**src/rtl/pulse_width_meter.sv**
```systemverilog
// pulse_width_meter: measures high-pulse width in clk cycles with min/max classification; define GLITCH_FILTER_EN for a debounce filter.
module pulse_width_meter #(
  parameter int WIDTH       = 16,
  parameter int MIN_W       = 10,
  parameter int MAX_W       = 500,
  parameter int SYNC_STAGES = 2
`ifdef GLITCH_FILTER_EN
  ,
  parameter int GLITCH_LEN  = 3
`endif
) (
  input  logic             clk,
  input  logic             rst_n,
  input  logic             pulse_in,
  input  logic             enable,
  output logic [WIDTH-1:0] width_out,
  output logic             width_valid,
  output logic             too_short,
  output logic             too_long,
  output logic             busy
);
`ifdef GLITCH_FILTER_EN
  localparam int WARM = SYNC_STAGES + GLITCH_LEN + 1;
`else
  localparam int WARM = SYNC_STAGES;
`endif
  localparam logic [WIDTH-1:0] MIN_V = WIDTH'(MIN_W);
  localparam logic [WIDTH-1:0] MAX_V = WIDTH'(MAX_W);
  typedef enum logic [1:0] {IDLE, MEASURE, OVERRUN} state_t;
  state_t state;
  logic [SYNC_STAGES-1:0] sync;
  logic [WARM-1:0] warm;
  logic [WIDTH-1:0] count;
  logic s, s_d, armed, rise, fall;
  // warm keeps reset-value samples of the pipeline from arming a measurement
  always_ff @(posedge clk or negedge rst_n)
    if (!rst_n) begin
      sync <= '0;
      warm <= '0;
    end else begin
      sync <= {sync[SYNC_STAGES-2:0], pulse_in};
      warm <= {warm[WARM-2:0], 1'b1};
    end
`ifdef GLITCH_FILTER_EN
  localparam int CW = $clog2(GLITCH_LEN + 1);
  logic [CW-1:0] gcnt;
  always_ff @(posedge clk or negedge rst_n)
    if (!rst_n) begin
      s    <= 1'b0;
      gcnt <= '0;
    end else if (sync[SYNC_STAGES-1] == s) gcnt <= '0;
    else if (gcnt == CW'(GLITCH_LEN - 1)) begin
      s    <= sync[SYNC_STAGES-1];
      gcnt <= '0;
    end else gcnt <= gcnt + 1'b1;
`else
  assign s = sync[SYNC_STAGES-1];
`endif
  assign rise = s & ~s_d;
  assign fall = ~s & s_d;
  assign busy = state != IDLE;
  always_ff @(posedge clk or negedge rst_n)
    if (!rst_n) begin
      state       <= IDLE;
      count       <= '0;
      s_d         <= 1'b0;
      armed       <= 1'b0;
      width_out   <= '0;
      width_valid <= 1'b0;
      too_short   <= 1'b0;
      too_long    <= 1'b0;
    end else begin
      s_d         <= s;
      armed       <= enable & (armed | (~s & warm[WARM-1]));
      width_valid <= 1'b0;
      if (!enable) state <= IDLE;
      else
        case (state)
          IDLE:
            if (rise && armed) begin
              state <= MEASURE;
              count <= WIDTH'(1);
            end
          MEASURE:
            if (fall) begin
              width_out   <= count;
              too_short   <= count < MIN_V;
              too_long    <= count > MAX_V;
              width_valid <= 1'b1;
              state       <= IDLE;
            end else if (s) begin
              count <= count + 1'b1;
              if (&(count + 1'b1)) state <= OVERRUN;
            end
          OVERRUN:
            if (fall) begin
              width_out   <= '1;
              too_short   <= 1'b0;
              too_long    <= 1'b1;
              width_valid <= 1'b1;
              state       <= IDLE;
            end
          default: state <= IDLE;
        endcase
    end
endmodule

```
**config.mk**
```make
export PLATFORM = sky130hd
export DESIGN_NAME = pulse_width_meter
export DESIGN_NICKNAME = d
export VERILOG_FILES = /design/src/rtl/pulse_width_meter.sv
export SDC_FILE = /design/constraint.sdc
export NUM_CORES = 1
export LEC_CHECK = 0
export ABC_AREA = 1
export BUFFER_PORTS_ARGS = -buffer_cell sky130_fd_sc_hd__buf_2
export CAP_MARGIN = 0
export CORE_MARGIN = 1.5
export CORE_UTILIZATION = 45
export DETAILED_ROUTE_END_ITERATION = 8
export PLACE_DENSITY_LB_ADDON = 0.08
export SETUP_SLACK_MARGIN = 0.15
export SKIP_LAST_GASP = 1
export SLEW_MARGIN = 20
export SYNTH_ARGS = -nofsm -noshare
export SYNTH_HDL_FRONTEND = slang
export SYNTH_SLANG_ARGS = --single-unit
```
**constraint.sdc**
```tcl
create_clock -name clk -period 2.38 [get_ports clk]
set_clock_uncertainty 0.1 [all_clocks]
set_input_delay 0.238 -clock clk [delete_from_list [all_inputs] [get_ports clk]]
set_output_delay 0.238 -clock clk [all_outputs]
set_load 0.1 [all_outputs]
```
-- Word-level counts from Yosys, hierarchy flattened
Index checks and enable logic that the tools add are counted.
- flip-flop bits (word level): 43
- output and inout port bits: 20
- bits of input ports: 4
- logic and storage cells: 64
- bitwise logic cells: 7
- $lt $le $gt $ge: 2
- mux-type cells: 23
- reductions and logical operators: 10
- add/sub/neg operators: 1
- eq/ne operators: 11
- operators with widths (operator ; number):
    $mux 16 ; 5
    $pmux 16 s2 ; 2
    $add 16x1->16 const B ; 1
    $gt 16x9->1 const B ; 1
    $lt 16x4->1 const B ; 1
    $reduce_and 16->1 ; 1
    $mux 2 ; 6
    $ne 2x2->1 const B ; 5
    $ne 4x4->1 const B ; 2
    $reduce_and 4->1 ; 2
    $mux 1 ; 7
    $ne 3x3->1 const B ; 2
    $pmux 2 s3 ; 1
    $reduce_bool 2->1 ; 3
    $reduce_and 5->1 ; 1
    $and 1x1->1 ; 4
    $pmux 1 s2 ; 2
    $eq 2x1->1 const B ; 1
    $eq 2x2->1 const B ; 1
    $logic_not 2->1 ; 1
    $not 1->1 ; 2
    $reduce_or 2->1 ; 1
    $logic_and 1x1->1 ; 1
    $or 1x1->1 ; 1

-- Logic depth before layout (Yosys ltp)
Gate-level depths: netlist of run 1.
- depth after elaboration: 7
- gate-level depth with buffers: 13
- gate-level depth less buffers: 13

-- Least setup slack after synthesis of run 1
OpenSTA, ideal clock, no wires.
- path kind: reg2reg
- from: reg state[1]
- to: reg too_long
- buffers on the path: 0
- setup time: 0.121 ns
- arrival: 1.408 ns
- stages on the path, launching flop included: 10
- period minus slack after synthesis: 1.629 ns
- path slack: 0.751 ns
- data required time: 2.159 ns
- cells stage by stage: dfrtp_1 -> inv_1 -> ha_1 -> inv_1 -> nand2_1 -> nand3_1 -> nor2_2 -> nand4_1 -> a31oi_1 -> nor2_1
- word-level cells in the longest chain between the ends: 3
- elaborated cells on any way between the ends: 7
- those cells by class: 4 x eq/ne; 1 x mux; 2 x reduce/logical
- RTL lines (item ; line ; text):
    from (decl) ; 30 ; state_t state;
    from (signal assigned) ; 64 ; state <= IDLE;
    from (signal assigned) ; 76 ; if (!enable) state <= IDLE;
    from (signal assigned) ; 81 ; state <= MEASURE;
    $eq 2x1->1 / $eq 2x2->1 (equally long branches) ; 78 ; case (state)
    $ne 2x2->1 (no source line) / $reduce_bool 2->1 (equally long branches) ; n/a ;
    $reduce_and 4->1 (no source line) ; n/a ;
    to (signal assigned) ; 88 ; too_long <= count > MAX_V;
    to (decl) ; 19 ; output logic too_long,
Parallel ways exist; a longest one is shown, timed or not.
A chain may end at the register's enable or synchronous reset.

-- Final worst setup path of run 1
- from: reg state[1]
- to: reg count[2]
- word-level cells in the longest chain between the ends: 3
- elaborated cells on any way between the ends: 8
- those cells by class: 4 x eq/ne; 1 x mux; 3 x reduce/logical
- RTL lines (item ; line ; text):
    $eq 2x1->1 / $logic_not 2->1 (equally long branches) ; 78 ;
    $ne 2x2->1 (no source line) / $reduce_bool 2->1 (equally long branches) ; n/a ;
    $reduce_and 5->1 (no source line) ; n/a ;
    to (signal assigned) ; 92 ; count <= count + 1'b1;
    to (decl) ; 33 ; logic [WIDTH-1:0] count;
Parallel ways exist; a longest one is shown, timed or not.

==> results of run 1 <==
==> worst max-delay path: cells and delay by family (launching register included) <==
kind                       cells  cell delay (ns)
and+or+nand+nor                3             0.43
DFF                            1             0.38
AOI/OAI and AO/OA              2             0.37
buffers and inverters          2             0.36
adders and majority gates      1             0.22
==> how the worst min path moves through the flow <==
| stage | slack, ns | endpoint | from |
|---|---|---|---|
| 2_1_floorplan | -0.16 | armed$_DFF_PN0_ | rst_n |
| 3_3_place_gp | 0.23 | sync[1]$_DFF_PN0_ | sync[0]$_DFF_PN0_ |
| 3_5_place_dp | 0.23 | warm[1]$_DFF_PN0_ | warm[0]$_DFF_PN0_ |
| 4_1_cts | 0.14 | width_valid$_DFF_PN0_ | enable |
| 5_1_grt | 0.17 | armed$_DFF_PN0_ | enable |
| 6_report | 0.15 | width_valid$_DFF_PN0_ | enable |
==> state kept, by name, indices dropped and copies added (netlist names), 2 cells and up <==
name / flops
count: 16
state: 2
sync: 2
warm: 2
width_out: 16
==> layout make-up <==
class | count | area (um^2) | share of cell area, %
well taps | 52 | 65.06 | 2.735
repair buffers | 29 | 165.2 | 6.944
flip-flops and latches | 43 | 1076 | 45.24
clock buffers | 6 | 72.57 | 3.051
multi-input cells | 186 | 872.1 | 36.66
inverters | 34 | 127.6 | 5.366
==> stage by stage <==
stage / setup slack [ns] / util [%] / instance area (um^2) / hold WS (ns) / std cells
after floorplan: 0.7513 / - / 2091 / -0.1576 / 266
after global placement: 0.4569 / 51.79 / 2286 / 0.2318 / 342
after detailed placement: 0.4241 / 51.79 / 2286 / 0.2347 / 342
after CTS: 0.4052 / 53.88 / 2379 / 0.1415 / 350
after global routing: 0.2942 / 53.88 / 2379 / 0.1750 / 350
final: 0.4397 / 53.88 / 2379 / 0.1487 / 350
==> routing by layer <==
metal  vias up  track usage [%]  share of wire [%]
met5         -                0                  0
met4         0            8.805                1.6
met3         6            4.416                4.8
met2        38            32.82                 45
met1       848            29.07                 48
li1        922                -                  -
==> kinds of logic (layout without fill, tap and decap cells) <==
group,Yosys count,after routing,synth area share (%)
simple gates,134,134,26.15
compound gates,44,44,11.55
flops,43,43,51.47
buf+inv,37,69,6.822
fa+ha+maj,5,5,2.992
xor+xnor,2,2,0.8380
other cells,1,1,0.1794
==> timing repair <==
item	CTS	global route
gates resized for setup	0	0
setup endpoints to repair	0	0
hold endpoints to repair	44	0
hold buffers	2	0
buffers inserted	0	0
==> placed cells by master (no fill, tap or decap) <==
| cell | instances |
|---|---|
| dlygate4sd3_1 | 2 |
| a211oi_1 | 1 |
| xor2_1 | 2 |
| inv_1 | 31 |
| inv_2 | 2 |
| o21ai_1 | 4 |
| nand3_1 | 19 |
| nor3_1 | 2 |
| conb_1 | 1 |
| dfrtp_1 | 43 |
| a21boi_1 | 1 |
| o22ai_1 | 8 |
| nand2_1 | 63 |
| clkinv_1 | 1 |
| clkbuf_1 | 1 |
| o21ai_0 | 9 |
| nor2_2 | 2 |
| ha_1 | 5 |
| nand2_2 | 1 |
| nand4_1 | 3 |
| a31oi_1 | 1 |
| o211ai_1 | 1 |
| o31ai_1 | 1 |
| clkbuf_8 | 5 |
| buf_4 | 4 |
| nor4_1 | 1 |
| a21oi_1 | 18 |
| buf_2 | 23 |
| nor2_1 | 43 |
==> summary.md, run 1 <==
- **number of diodes** 0
- **H-tree level count** 2
- **Synth async-reset ratio** 100.0%
- **HP Class** input port to flip-flop
- **total vias in the final route** 1,814
- **achievable frequency** 0.5154 GHz
- **Avg Cell Area, Syn** 7.860 um^2
- **number of cells produced by synthesis** 266
- **total of endpoints with negative setup slack in the final report** 0
- **clock tree from TritonCTS** built
- **initial antenna violation count** 0
- **Vias/cell** 5.183
- **endpoint kind of the worst setup timing path** flip-flop
- **synthesis-to-layout area growth** 13.76%
- **starting DRC count in detailed routing** 74
- **Post-Syn Nets** 275
- **share of final-layout standard cells stronger than drive strength 1** 12.42%
- **outcome** completed
- **routability congestion estimate** 0.9200
- **final period utilization** 81.52%
- **Area contributors post-synth** dfrtp_1 (51%), nand2_1 (11%), nor2_1 (7.7%), inv_1 (5.6%), nand3_1 (4.5%)
- **sequential cell area fraction in the yosys report** 51.47%
- **via count of the first global-routing pass** 1,753
- **number of primary I/O pins** 24
- **starting density of the core** 47.36%
- **critical path data required time** 2.48 ns
- **final period demand of the worst path** 1.940 ns
- **relative slew slack** 63.77%
- **Sinks on Clock Net** 43
- **Die Footprint** 0.005064 mm^2
- **Total GRT Usage** 21.20%
- **Max Buffers Root-to-Sink** 2
- **library cell with the largest summed area after synthesis** dfrtp_1
- **share of Yosys cell area claimed by the top area cell type** 51.47%
- **core area** 0.004414 mm^2
- **Clock Pin Slew Worst Setup and Hold Paths** 0.08 ns
- **number of violations of the max-capacitance limit** 0
- **clock root buffer master** clkbuf_8
- **number of cells on the worst reg-to-reg path** 8
- **data arrival at the endpoint of the critical path** 2.05 ns
- **Final Slew Violations** 0
- **post-route setup TNS** 0 ns
- **commonest register cell after synthesis** dfrtp_1
- **number of distinct library cells after synthesis** 25
- **reg-to-reg slack, setup** 0.44 ns
- **DRC violation count after routing** 0
- **leading cell types by count after synthesis** nand2_1 (63), dfrtp_1 (43), nor2_1 (43), inv_1 (31), nand3_1 (19)
- **remaining number of nets flagged by the antenna check after routing** 0
- **end point of the critical path** count[2]$_DFFE_PN0P_
- **insertion delay of the later-clocked pin in the worst-skew pair** 0.29 ns
- **Filler cells** 427
- **TritonCTS buffer count** 5
- **x dimension of the die** 71.16 um
- **synthesized flop and latch total** 43
- **critical-path cell list** inv_1 -> ha_1 -> nor2_1 -> a211oi_1 -> nand2_1 -> nor2_2 -> inv_1 -> o22ai_1
- **routed length per placed instance** 13.69 um
- **cell area after synthesis** 0.002091 mm^2
- **Post-Route WL** 4793 um
- **Buffers on Ports** 23
- **worst setup path category** flip-flop to flip-flop
- **Slowest cell on crit path** dfrtp_1
- **worst r2r dst** count[2]$_DFFE_PN0P_
- **crit-path max cell delay** 0.38 ns
- **number of nets in the final layout** 308
- **Hold Path Stages** 3
- **num rows** 24
- **number of flops mapped to enable cells by yosys** 0
- **leading cell type by number of instances after synthesis** nand2_1
- **pin count of the biggest net entering global routing** 44
- **critical path launch point type** flip-flop
- **Worst Max-Slew Pin Slew** 0.5434 ns
- **die height** 71.16 um
- **remaining global-route overflow** 0
- **number of warnings issued by yosys** 0
- **number of iterations in the first detailed-routing pass** 4
- **number of hold violations in the final report** 0
- **DP Wirelength** 3470 um
- **Critical Path Start** state[1]$_DFFE_PN0P_
- **reg-to-reg critical path startpoint** state[1]$_DFFE_PN0P_
- **wire length of the first global-routing pass** 8155 um
- **RSZ-0062 raised after global routing** false
- **largest fanout on the critical path** 8
- **CP most frequent cell** inv_1
Power of run 1 is not shown: default switching activity piles up to over one toggle a cycle in this logic, so the estimate is an artifact.
==> inputs of run 2 (changes only) <==
Settings changed: ABC_AREA 1 to 0.
Clock period 2.38 ns to 1.6 ns, I/O delays scaled along.
==> summary.md, run 2 <==
- **outcome** finished, violations left
- **violated checks** setup timing
- **DP Wirelength** 4081 um
- **Sinks on Clock Net** 43
- **Buffers on Ports** 23
- **min setup slack post-route** -0.3382 ns
- **leading cell types by count after synthesis** nor2_1 (45), dfrtp_1 (43), o21ai_0 (26), nand2_1 (17), a21oi_1 (16)
- **crit-path max cell delay** 0.45 ns
- **die height** 73.57 um
- **most used cells in the layout excluding fill and tap cells** buf_4 (58), dfrtp_1 (38), nor2_1 (34)
- **H-tree level count** 2
- **insertion delay of the later-clocked pin in the worst-skew pair** 0.30 ns
- **Total GRT Usage** 24.62%
- **Area contributors post-synth** dfrtp_1 (48%), nor2_1 (7.5%), o21ai_0 (5.8%), a21oi_1 (3.6%), nand2_1 (2.8%)
- **number of flops mapped to enable cells by yosys** 0
- **total of endpoints with negative setup slack in the final report** 37
- **number of distinct library cells after synthesis** 51
- **remaining number of nets flagged by the antenna check after routing** 0
- **share of Yosys cell area claimed by the top area cell type** 48.02%
- **Final Slew Violations** 0
- **achievable frequency** 0.5160 GHz
- **number of cells produced by synthesis** 249
- **final period demand of the worst path** 1.938 ns
- **critical path launch point type** flip-flop
- **critical path data required time** 1.72 ns
- **Avg Cell Area, Syn** 9.000 um^2
- **Max Buffers Root-to-Sink** 2
- **core area** 0.004755 mm^2
- **clock tree from TritonCTS** built
- **via count of the first global-routing pass** 2,089
- **number of diodes** 0
- **static leakage power** 0.001563 uW
- **Die Footprint** 0.005412 mm^2
- **x dimension of the die** 73.57 um
- **largest fanout on the critical path** 3
- **remaining global-route overflow** 0
- **final period utilization** 121.1%
- **library cell with the largest summed area after synthesis** dfrtp_1
- **Peak supply drop** 0.0005548 V
- **worst setup path category** flip-flop to flip-flop
- **endpoint kind of the worst setup timing path** flip-flop
- **Setup Slack @ Placement** -0.4104 ns
- **areal power density over the cells** 962.2 mW/mm^2
- **Vias/cell** 5.322
- **routed length per placed instance** 15.00 um
- **leading cell type in the layout, fill and taps excluded** buf_4
- **share of final-layout standard cells stronger than drive strength 1** 51.31%
- **wire length of the first global-routing pass** 10,150 um
- **final core occ** 74.42%
- **number of hold violations in the final report** 0
- **number of primary I/O pins** 24
- **number of warnings issued by yosys** 0
- **Post-Syn Nets** 258
- **TritonCTS buffer count** 5
- **data arrival at the endpoint of the critical path** 2.06 ns
- **synthesis-to-layout area growth** 57.90%
- **Slowest cell on crit path** dfrtp_2
- **routability congestion estimate** 0.9414
- **cell area after synthesis** 0.002241 mm^2
- **initial antenna violation count** 0
- **starting DRC count in detailed routing** 167
- **synthesized flop and latch total** 43
- **clock root buffer master** clkbuf_8
- **RSZ-0062 raised after global routing** true
- **num rows** 25
- **pin count of the biggest net entering global routing** 27
- **number of nets in the final layout** 351
- **leading cell type by number of instances after synthesis** nor2_1
- **HP Class** input port to flip-flop
- **sequential cell area fraction in the yosys report** 48.02%
- **critical-path cell list** inv_2 -> ha_1 -> nand3_1 -> a211o_1 -> or3_1 -> a2111o_1 -> o211ai_1
- **Post-Route WL** 6152 um
- **starting density of the core** 47.13%
- **Clock Pin Slew Worst Setup and Hold Paths** 0.08 ns
- **Synth async-reset ratio** 100.0%
- **number of violations of the max-capacitance limit** 0
- **DRC violation count after routing** 0
- **commonest register cell after synthesis** dfrtp_1
- **number of iterations in the first detailed-routing pass** 4
- **total vias in the final route** 2,182
- **largest registers** count x16, width_out x16
[run 2: worst max-delay path: cells and delay by family (launching register included)]
kind                       cells  cell delay, ns
adders and majority gates      1            0.13
buffers and inverters          1            0.05
AOI/OAI and AO/OA              3            0.74
and+or+nand+nor                2            0.39
DFF                            1            0.45
[run 2: cells by family (layout without fill, tap and decap cells)]
logic type | count (synthesis) | count (layout) | share of synthesized area (%)
muxes | 1 | 1 | 0.4467
adders and majority gates | 5 | 5 | 2.792
AOI/OAI and AO/OA | 70 | 70 | 19.54
other | 1 | 1 | 0.1673
buffers and inverters | 24 | 117 | 4.969
DFF | 43 | 43 | 48.02
and+or+nand+nor | 103 | 104 | 23.28
xor gates and xnor gates | 2 | 2 | 0.7818
[run 2: routing by layer]
metal	vias to the layer above	GRT usage, %	wire length [um]
li1	1072	-	-
met1	1056	34.58	2826
met2	48	38.94	2984
met3	6	4.390	279
met4	0	6.996	62
met5	-	0	0
[run 2: layout make-up]
| type | instances | area, um^2 |
|---|---|---|
| multi-input combinational | 183 | 1365 |
| fill | 336 | 1216 |
| sequential | 43 | 1082 |
| timing repair buffer | 103 | 860.8 |
| tap | 67 | 83.83 |
| clock buffer | 6 | 82.58 |
| clock inverter | 2 | 35.03 |
| inverter | 6 | 28.78 |
[run 2: per-stage QoR]
stage | hold WS, ns | instances | setup TNS [ns] | power, uW | cell area (um^2)
final | 0.02076 | 410 | -4.927 | 3405 | 3538
after detailed placement | 0.02757 | 379 | -6.266 | 2396 | 2887
after floorplan | -0.2356 | 249 | -2.420 | 2157 | 2351
after global placement | 0.02289 | 379 | -5.337 | 2387 | 2887
after global routing | 0.02095 | 410 | -7.850 | 3546 | 3538
after CTS | 0.01349 | 407 | -5.289 | 3361 | 3421
[run 2: timing repair]
| item | 4_1_cts | 5_1_grt |
|---|---|---|
| gates resized for setup | 67 | 23 |
| pin swaps | 18 | 12 |
| buffers inserted | 13 | 3 |
| hold endpoints to repair | 18 | 0 |
| endpoints found under the setup margin | 37 | 37 |
| gates cloned | 5 | 0 |
| hold buffers | 2 | 0 |
[run 2: path summary, 6_finish.rpt]
| path | slack (ns) | startpoint | cells past startpoint | endpoint |
|---|---|---|---|---|
| max | -0.34 | count[0]$_DFFE_PN0P_ | 7 | state[0]$_DFFE_PN0P_ |
| min | 0.02 | enable | 2 | armed$_DFF_PN0_ |
| max reg2reg | -0.34 | count[0]$_DFFE_PN0P_ | 7 | state[0]$_DFFE_PN0P_ |
| min reg2reg | 0.25 | sync[0]$_DFF_PN0_ | 0 | sync[1]$_DFF_PN0_ |
| max in group asynchronous | 0.67 | rst_n | 3 | count[3]$_DFFE_PN0P_ |
| min in group asynchronous | 0.23 | rst_n | 2 | width_out[8]$_DFFE_PN0P_ |
[run 2: power by group]
| group | switching [uW] | total, uW | internal (uW) |
|---|---|---|---|
| logic | 949 | 1210 | 266 |
| registers | 87.9 | 1290 | 1200 |
| clock network | 394 | 900 | 506 |
(Power assumes the default switching activity.)
